===== src/rtl/blackjack_pkg.sv =====
// Shared deck constants, card record and index-to-card mapping for the BlackJack datapath.
package blackjack_pkg;

  localparam int NUM_CARDS     = 52;
  localparam int RAND_W        = 6;
  localparam int IDX_W         = 6;
  localparam int MAX_TRIES_DEF = 16;

  typedef struct packed {
    logic [3:0] rank;
    logic [1:0] suit;
    logic [3:0] points;
  } card_t;

  typedef enum logic [1:0] {
    ST_IDLE    = 2'd0,
    ST_DRAW    = 2'd1,
    ST_DELIVER = 2'd2
  } dealer_state_e;

  // Cards are numbered suit-major: idx 0..12 is suit 0 Ace..King.
  function automatic card_t idx_to_card(input logic [IDX_W-1:0] idx);
    card_t c;
    int    i;
    i        = int'(idx);
    c.suit   = 2'(i / 13);
    c.rank   = 4'((i % 13) + 1);
    c.points = (c.rank >= 4'd10) ? 4'd10 : c.rank;
    return c;
  endfunction

endpackage


===== src/rtl/card_free_finder.sv =====
// Lowest undealt card index from the dealt mask; purely combinational.
// found_o is low only when every card is dealt.
module card_free_finder
  import blackjack_pkg::*;
(
  input  logic [NUM_CARDS-1:0] dealt_i,
  output logic [IDX_W-1:0]     idx_o,
  output logic                 found_o
);

  always_comb begin
    idx_o   = '0;
    found_o = 1'b0;
    // Scan downward so the last hit written is the lowest free index.
    for (int i = NUM_CARDS - 1; i >= 0; i--) begin
      if (!dealt_i[i]) begin
        idx_o   = IDX_W'(i);
        found_o = 1'b1;
      end
    end
  end

endmodule


===== src/rtl/card_dealer.sv =====
// Round-robin card draw server for player/dealer: rejection-samples rand_in against a dealt mask,
// falls back to the lowest free card after MAX_TRIES rejects; all outputs registered.
module card_dealer
  import blackjack_pkg::*;
#(
  parameter int MAX_TRIES = MAX_TRIES_DEF
) (
  input  logic              clk,
  input  logic              rst_n,
  input  logic [RAND_W-1:0] rand_in,
  input  logic              shuffle,
  input  logic [1:0]        req,
  output logic [1:0]        grant,
  output logic              card_valid,
  output logic [3:0]        card_rank,
  output logic [1:0]        card_suit,
  output logic [3:0]        card_points,
  output logic [5:0]        cards_left,
  output logic              deck_empty,
  output logic              busy
);

  localparam int TRY_W    = $clog2(MAX_TRIES + 1);
  localparam int SAMPLE_N = 1 << RAND_W;

  dealer_state_e          state_q, state_d;
  logic [1:0]             grant_q, grant_d;
  logic                   card_valid_q, card_valid_d;
  card_t                  card_q, card_d;
  logic [5:0]             cards_left_q, cards_left_d;
  logic                   deck_empty_q, deck_empty_d;
  logic                   busy_q, busy_d;
  logic [NUM_CARDS-1:0]   dealt_q, dealt_d;
  logic [TRY_W-1:0]       try_q, try_d;
  logic                   last_dealer_q, last_dealer_d;

  logic [SAMPLE_N-1:0]    dealt_pad;
  logic                   sample_hit;
  logic                   fallback;
  logic [IDX_W-1:0]       free_idx;
  logic                   free_found;
  logic                   pick_ok;
  logic [IDX_W-1:0]       pick_idx;
  logic [1:0]             win;

  card_free_finder u_free (
    .dealt_i (dealt_q),
    .idx_o   (free_idx),
    .found_o (free_found)
  );

  // Out-of-range samples look permanently dealt, so one lookup rejects both cases.
  assign dealt_pad  = {{(SAMPLE_N - NUM_CARDS){1'b1}}, dealt_q};
  assign sample_hit = !dealt_pad[rand_in];
  assign fallback   = (try_q == TRY_W'(MAX_TRIES));
  assign pick_ok    = fallback ? free_found : sample_hit;
  assign pick_idx   = fallback ? free_idx : IDX_W'(rand_in);

  always_comb begin
    win = 2'b00;
    case (req)
      2'b01:   win = 2'b01;
      2'b10:   win = 2'b10;
      2'b11:   win = last_dealer_q ? 2'b01 : 2'b10;
      default: win = 2'b00;
    endcase
  end

  always_comb begin
    state_d       = state_q;
    grant_d       = grant_q;
    card_valid_d  = 1'b0;
    card_d        = card_q;
    cards_left_d  = cards_left_q;
    deck_empty_d  = deck_empty_q;
    dealt_d       = dealt_q;
    try_d         = try_q;
    last_dealer_d = last_dealer_q;

    case (state_q)
      ST_IDLE: begin
        if (|req) begin
          if (cards_left_q == 6'd0) begin
            deck_empty_d = 1'b1;
          end else begin
            deck_empty_d  = 1'b0;
            grant_d       = win;
            last_dealer_d = win[1];
            state_d       = ST_DRAW;
          end
        end else begin
          deck_empty_d = 1'b0;
        end
      end
      ST_DRAW: begin
        if (pick_ok) begin
          dealt_d[pick_idx] = 1'b1;
          cards_left_d      = cards_left_q - 6'd1;
          card_d            = idx_to_card(pick_idx);
          card_valid_d      = 1'b1;
          state_d           = ST_DELIVER;
        end else if (!fallback) begin
          try_d = try_q + TRY_W'(1);
        end
      end
      ST_DELIVER: begin
        grant_d = 2'b00;
        try_d   = '0;
        state_d = ST_IDLE;
      end
      default: begin
        grant_d = 2'b00;
        state_d = ST_IDLE;
      end
    endcase

    // A shuffle aborts any draw; a card already on the outputs still goes out this cycle.
    if (shuffle) begin
      dealt_d       = '0;
      cards_left_d  = 6'(NUM_CARDS);
      try_d         = '0;
      state_d       = ST_IDLE;
      grant_d       = 2'b00;
      card_valid_d  = 1'b0;
      card_d        = card_q;
      deck_empty_d  = 1'b0;
      last_dealer_d = last_dealer_q;
    end

    busy_d = (state_d != ST_IDLE);
  end

  always_ff @(posedge clk or negedge rst_n) begin
    if (!rst_n) begin
      state_q       <= ST_IDLE;
      grant_q       <= 2'b00;
      card_valid_q  <= 1'b0;
      card_q        <= '0;
      cards_left_q  <= 6'(NUM_CARDS);
      deck_empty_q  <= 1'b0;
      busy_q        <= 1'b0;
      dealt_q       <= '0;
      try_q         <= '0;
      last_dealer_q <= 1'b1;
    end else begin
      state_q       <= state_d;
      grant_q       <= grant_d;
      card_valid_q  <= card_valid_d;
      card_q        <= card_d;
      cards_left_q  <= cards_left_d;
      deck_empty_q  <= deck_empty_d;
      busy_q        <= busy_d;
      dealt_q       <= dealt_d;
      try_q         <= try_d;
      last_dealer_q <= last_dealer_d;
    end
  end

  assign grant       = grant_q;
  assign card_valid  = card_valid_q;
  assign card_rank   = card_q.rank;
  assign card_suit   = card_q.suit;
  assign card_points = card_q.points;
  assign cards_left  = cards_left_q;
  assign deck_empty  = deck_empty_q;
  assign busy        = busy_q;

endmodule


===== config.mk =====
export PLATFORM = sky130hd
export DESIGN_NAME = card_dealer
export DESIGN_NICKNAME = d
export VERILOG_FILES = /design/src/rtl/blackjack_pkg.sv /design/src/rtl/card_free_finder.sv /design/src/rtl/card_dealer.sv
export SDC_FILE = /design/constraint.sdc
export NUM_CORES = 1
export LEC_CHECK = 0
export CAP_MARGIN = 30
export CORE_UTILIZATION = 50
export DETAILED_ROUTE_END_ITERATION = 8
export PLACE_DENSITY = 0.8
export RECOVER_POWER = 25
export SYNTH_ARGS = -nofsm -noshare
export SYNTH_HDL_FRONTEND = slang
export SYNTH_SLANG_ARGS = --single-unit

===== constraint.sdc =====
create_clock -name clk -period 4.6 [get_ports clk]
set_clock_uncertainty 0.15 [all_clocks]
set_input_delay 0.69 -clock clk [delete_from_list [all_inputs] [get_ports clk]]
set_output_delay 0.69 -clock clk [all_outputs]
set_load 0.01 [all_outputs]

==> impl_results.md <==
- Dominant synthesized flop cell: sky130_fd_sc_hd__dfrtp_1
- Number of synthesized register bits: 81
- Minimum setup slack among reg-to-reg paths: -0.20 ns
- Most frequent standard cell in the layout excluding fill and tap cells: sky130_fd_sc_hd__buf_4
- Y dimension of the die: 103 um
- Leak: 2.95 nW
- Final Slew Violations: 84
- Relative slew slack: -33.6%
- Root buf cell: sky130_fd_sc_hd__clkbuf_8
- XOR/XNOR share of the synthesized area: 2.23%
- # port buffers: 31
- Final setup violation count: 6
- Total number of nets in the final design: 714
- Number of hold buffers added after CTS: 0
- Area of the core: 0.00982 mm^2
- Global-route wire length before repair: 25200 um
- Maximum number of pins on one net before global-route repair: 67
- Number of cell instances on the worst register-to-register path: 23
- Number of buffers between clock root and the deepest sink: 2
- Area growth, synth to finish: 38.3%
- Number of hold-slack violations in the final timing report: 0
- Clock Latency Late Sink: 0.36 ns
- Commonest non-fill, non-tap cells in the layout: sky130_fd_sc_hd__buf_4, sky130_fd_sc_hd__dfrtp_1, sky130_fd_sc_hd__inv_1, sky130_fd_sc_hd__o22ai_1, sky130_fd_sc_hd__nand2_1
- Mux contribution to synthesized area: 8.91%
- CP Capture Type: flip-flop
- Initial antenna violation count: 0
- Worst reg2reg endpoint: card_points[0]$_DFFE_PN0P_
- Power per cell area: 274 mW/mm^2
- DRC violation count after routing: 0
- Worst Path Required: 4.75 ns
- Post-DP HPWL: 11200 um
- Critical Path AT: 4.95 ns
- Vias per std cell: 6.30
- H-Tree Level Count: 3
- Syn avg cell area: 9.55 um^2
- Critical path peak fanout: 6
- Starting density of the core: 51.9%
- Worst Setup SP: try_q[0]$_DFFE_PN0P_
- Final cell utilization of the core: 71.8%
- Share of the cycle needed by the critical path after routing: 104%
- Launch point of the worst hold path: card_rank[0]$_DFFE_PN0P_
- Max Clock Freq: 0.208 GHz
- FF-to-FF Start: try_q[0]$_DFFE_PN0P_
- Count of cell types in the netlist: 76
- DIE WIDTH: 103 um
- Sequential cell area fraction in the yosys report: 39.9%
- Overall power: 1.93 mW
- Count of vias placed by the detailed router: 5237
- Time the final worst path needs with I/O delays and setup: 4.80 ns
- Overflow left after global routing: 0
- Die area: 0.0106 mm^2
- Overall routed net length: 16500 um
- CTS tree: built
- Instance count along the most critical hold path: 1
- Number of global-route vias before repair: 4994
- Total standard cell area after synthesis: 0.00510 mm^2
- Worst min-delay path endpoint: card_rank[0]$_DFFE_PN0P_
- Clock buffers created by TritonCTS: 9
- Hold Crit Class: flip-flop to flip-flop
- Violation count after the first detailed-routing iteration: 487
- Post-synthesis compound-gate area fraction: 22.0%
- Count of antenna diodes in the layout: 0
- First drt pass iteration count: 5
- Critical Setup Path Class: flip-flop to flip-flop
- Total I/O pin count: 32
- Mapped Nets: 555
- Tightest Pin Transition: 2.00 ns
- Detail-routed net length per standard cell: 19.8 um
- Clock net sink count: 81
- Count of flip-flops with a built-in enable after synthesis: 0
- Violated checks: capacitance limit, slew limit, setup timing
- Least setup slack across all paths after layout: -0.204 ns
- Max_cap viols: 2
- Dominant combinational cell family by area after synthesis: compound AO/OA/AOI/OAI gates
- Outcome: complete, but fails checks
- Synth Area in Simple Gates: 18.1%
- Clock transition at the registers of the reported paths: 0.08 ns
- Cell count after synthesis: 534
- Share of synthesized cell area in full adder, half adder and majority cells: 2.45%
- Gpl congestion: 1.03
- Unrepaired setup endpoints after global routing: yes
- Share of synthesized registers carrying an async set or reset: 100%
- Cell row count: 36
- Maximum VDD drop: 0.000280 V
- Worst Setup Start Kind: flip-flop
- Post-route ant nets: 0
- Syn. warnings: 0
- Fraction of layout instances using a drive strength above 1: 33.5%
- Total routing resource utilization after global routing: 31.9%
kinds of logic (layout without fill, tap and decap cells):
kind of cell    Yosys count  after routing
xor+xnor                 13             13
fa+ha+maj                10             10
simple gates            165            165
buf+inv                  85            249
mux                      24             24
flops                    81             81
compound gates          156            156
metal layers:
layer  part of all wire (%)  track usage, %  vias to the layer above  wire length (um)
li1                       -               -                     2330                 -
met1                     40            41.9                     2520              6610
met2                     47            50.1                      312              7800
met3                    8.0            6.64                       75              1320
met4                    4.5            15.9                        0               749
met5                      0               0                        -                 0
flip-flops by register name (all words and copies together) (netlist names), 2 cells and up:
| signal | flops |
|---|---|
| dealt_q | 52 |
| cards_left | 6 |
| try_q | 5 |
| card_points | 4 |
| card_rank | 4 |
| card_suit | 2 |
| grant | 2 |
| state_q | 2 |
how the worst max path moves through the flow:
stage	endpoint	slack (ns)	depth (start not counted)
2_1_floorplan	card_points[0]$_DFFE_PN0P_	0.02	25
3_3_place_gp	card_points[0]$_DFFE_PN0P_	-0.27	22
3_5_place_dp	card_points[0]$_DFFE_PN0P_	-0.53	22
4_1_cts	card_points[0]$_DFFE_PN0P_	-0.09	26
5_1_grt	card_points[0]$_DFFE_PN0P_	-0.37	22
6_report	card_points[0]$_DFFE_PN0P_	-0.20	23
synthesized netlist by cell type, drive strengths merged, types with 7 or more instances:
cell type  number  area [um^2]
o21ai          21          105
xnor2           7         61.3
nor3            8         45.0
ha             10          125
nand4          28          188
dfrtp          77         1930
a211oi          8         77.6
o22ai          54          352
nor2           27          104
a21oi          21          105
inv            69          259
nand2b          7         43.8
a31oi           8         62.6
nand3          12         60.1
clkbuf         11         41.3
mux4           16          368
nand2          44          165
worst max-delay path, stage by stage (launching register included):
cell                        delay (ns)
sky130_fd_sc_hd__dfrtp_1          0.41
sky130_fd_sc_hd__inv_2            0.09
sky130_fd_sc_hd__ha_4             0.14
sky130_fd_sc_hd__nand4bb_4        0.18
sky130_fd_sc_hd__nor3_4           0.25
sky130_fd_sc_hd__buf_6            0.13
sky130_fd_sc_hd__o311ai_4         0.10
sky130_fd_sc_hd__nand2_2          0.11
sky130_fd_sc_hd__inv_2            0.07
sky130_fd_sc_hd__a21oi_2          0.13
sky130_fd_sc_hd__ha_1             0.23
sky130_fd_sc_hd__o31a_1           0.27
sky130_fd_sc_hd__or2_4            0.27
sky130_fd_sc_hd__a21oi_4          0.16
sky130_fd_sc_hd__xnor2_2          0.16
sky130_fd_sc_hd__ha_2             0.20
sky130_fd_sc_hd__nand2b_4         0.13
sky130_fd_sc_hd__nand4_1          0.10
sky130_fd_sc_hd__buf_6            0.16
sky130_fd_sc_hd__a31oi_4          0.17
sky130_fd_sc_hd__mux2i_2          0.27
sky130_fd_sc_hd__nand2b_1         0.17
sky130_fd_sc_hd__or4_1            0.55
sky130_fd_sc_hd__nand3_1          0.11
power by group:
group          internal [mW]  leakage, nW  switching [mW]
Sequential             0.770         1.09          0.0359
Combinational          0.304         1.76           0.291
Clock                  0.262        0.102           0.268
Total                   1.34         2.95           0.595
area by class of cell:
type                    count  area (um^2)
multi-input cells         368         3050
fillers                   718         2770
flip-flops and latches     81         2030
repair buffers            164         1340
inverters                  69          259
well taps                 133          166
clock buffers              10          138
clock inverters             6         57.6
through the flow:
stage / cell area (um^2) / instances / setup WS [ns] / hold WS, ns / TNS (ns)
3_5_place_dp: 6390 / 782 / -0.528 / 0.322 / -2.69
4_1_cts: 6860 / 820 / -0.0859 / 0.153 / -0.152
5_1_grt: 7050 / 831 / -0.371 / 0.365 / -1.61
3_3_place_gp: 6370 / 781 / -0.273 / 0.311 / -1.29
6_report: 7050 / 831 / -0.204 / 0.334 / -0.703
2_1_floorplan: 5200 / 534 / 0.0188 / 0.244 / 0
timing repair:
item                       CTS  global route
cloned                       0             0
setup endpoints to repair    6             7
pin swaps                   14             8
buffers inserted            22            11
resized for setup           19            22
Power figures use the tool's default switching activity.
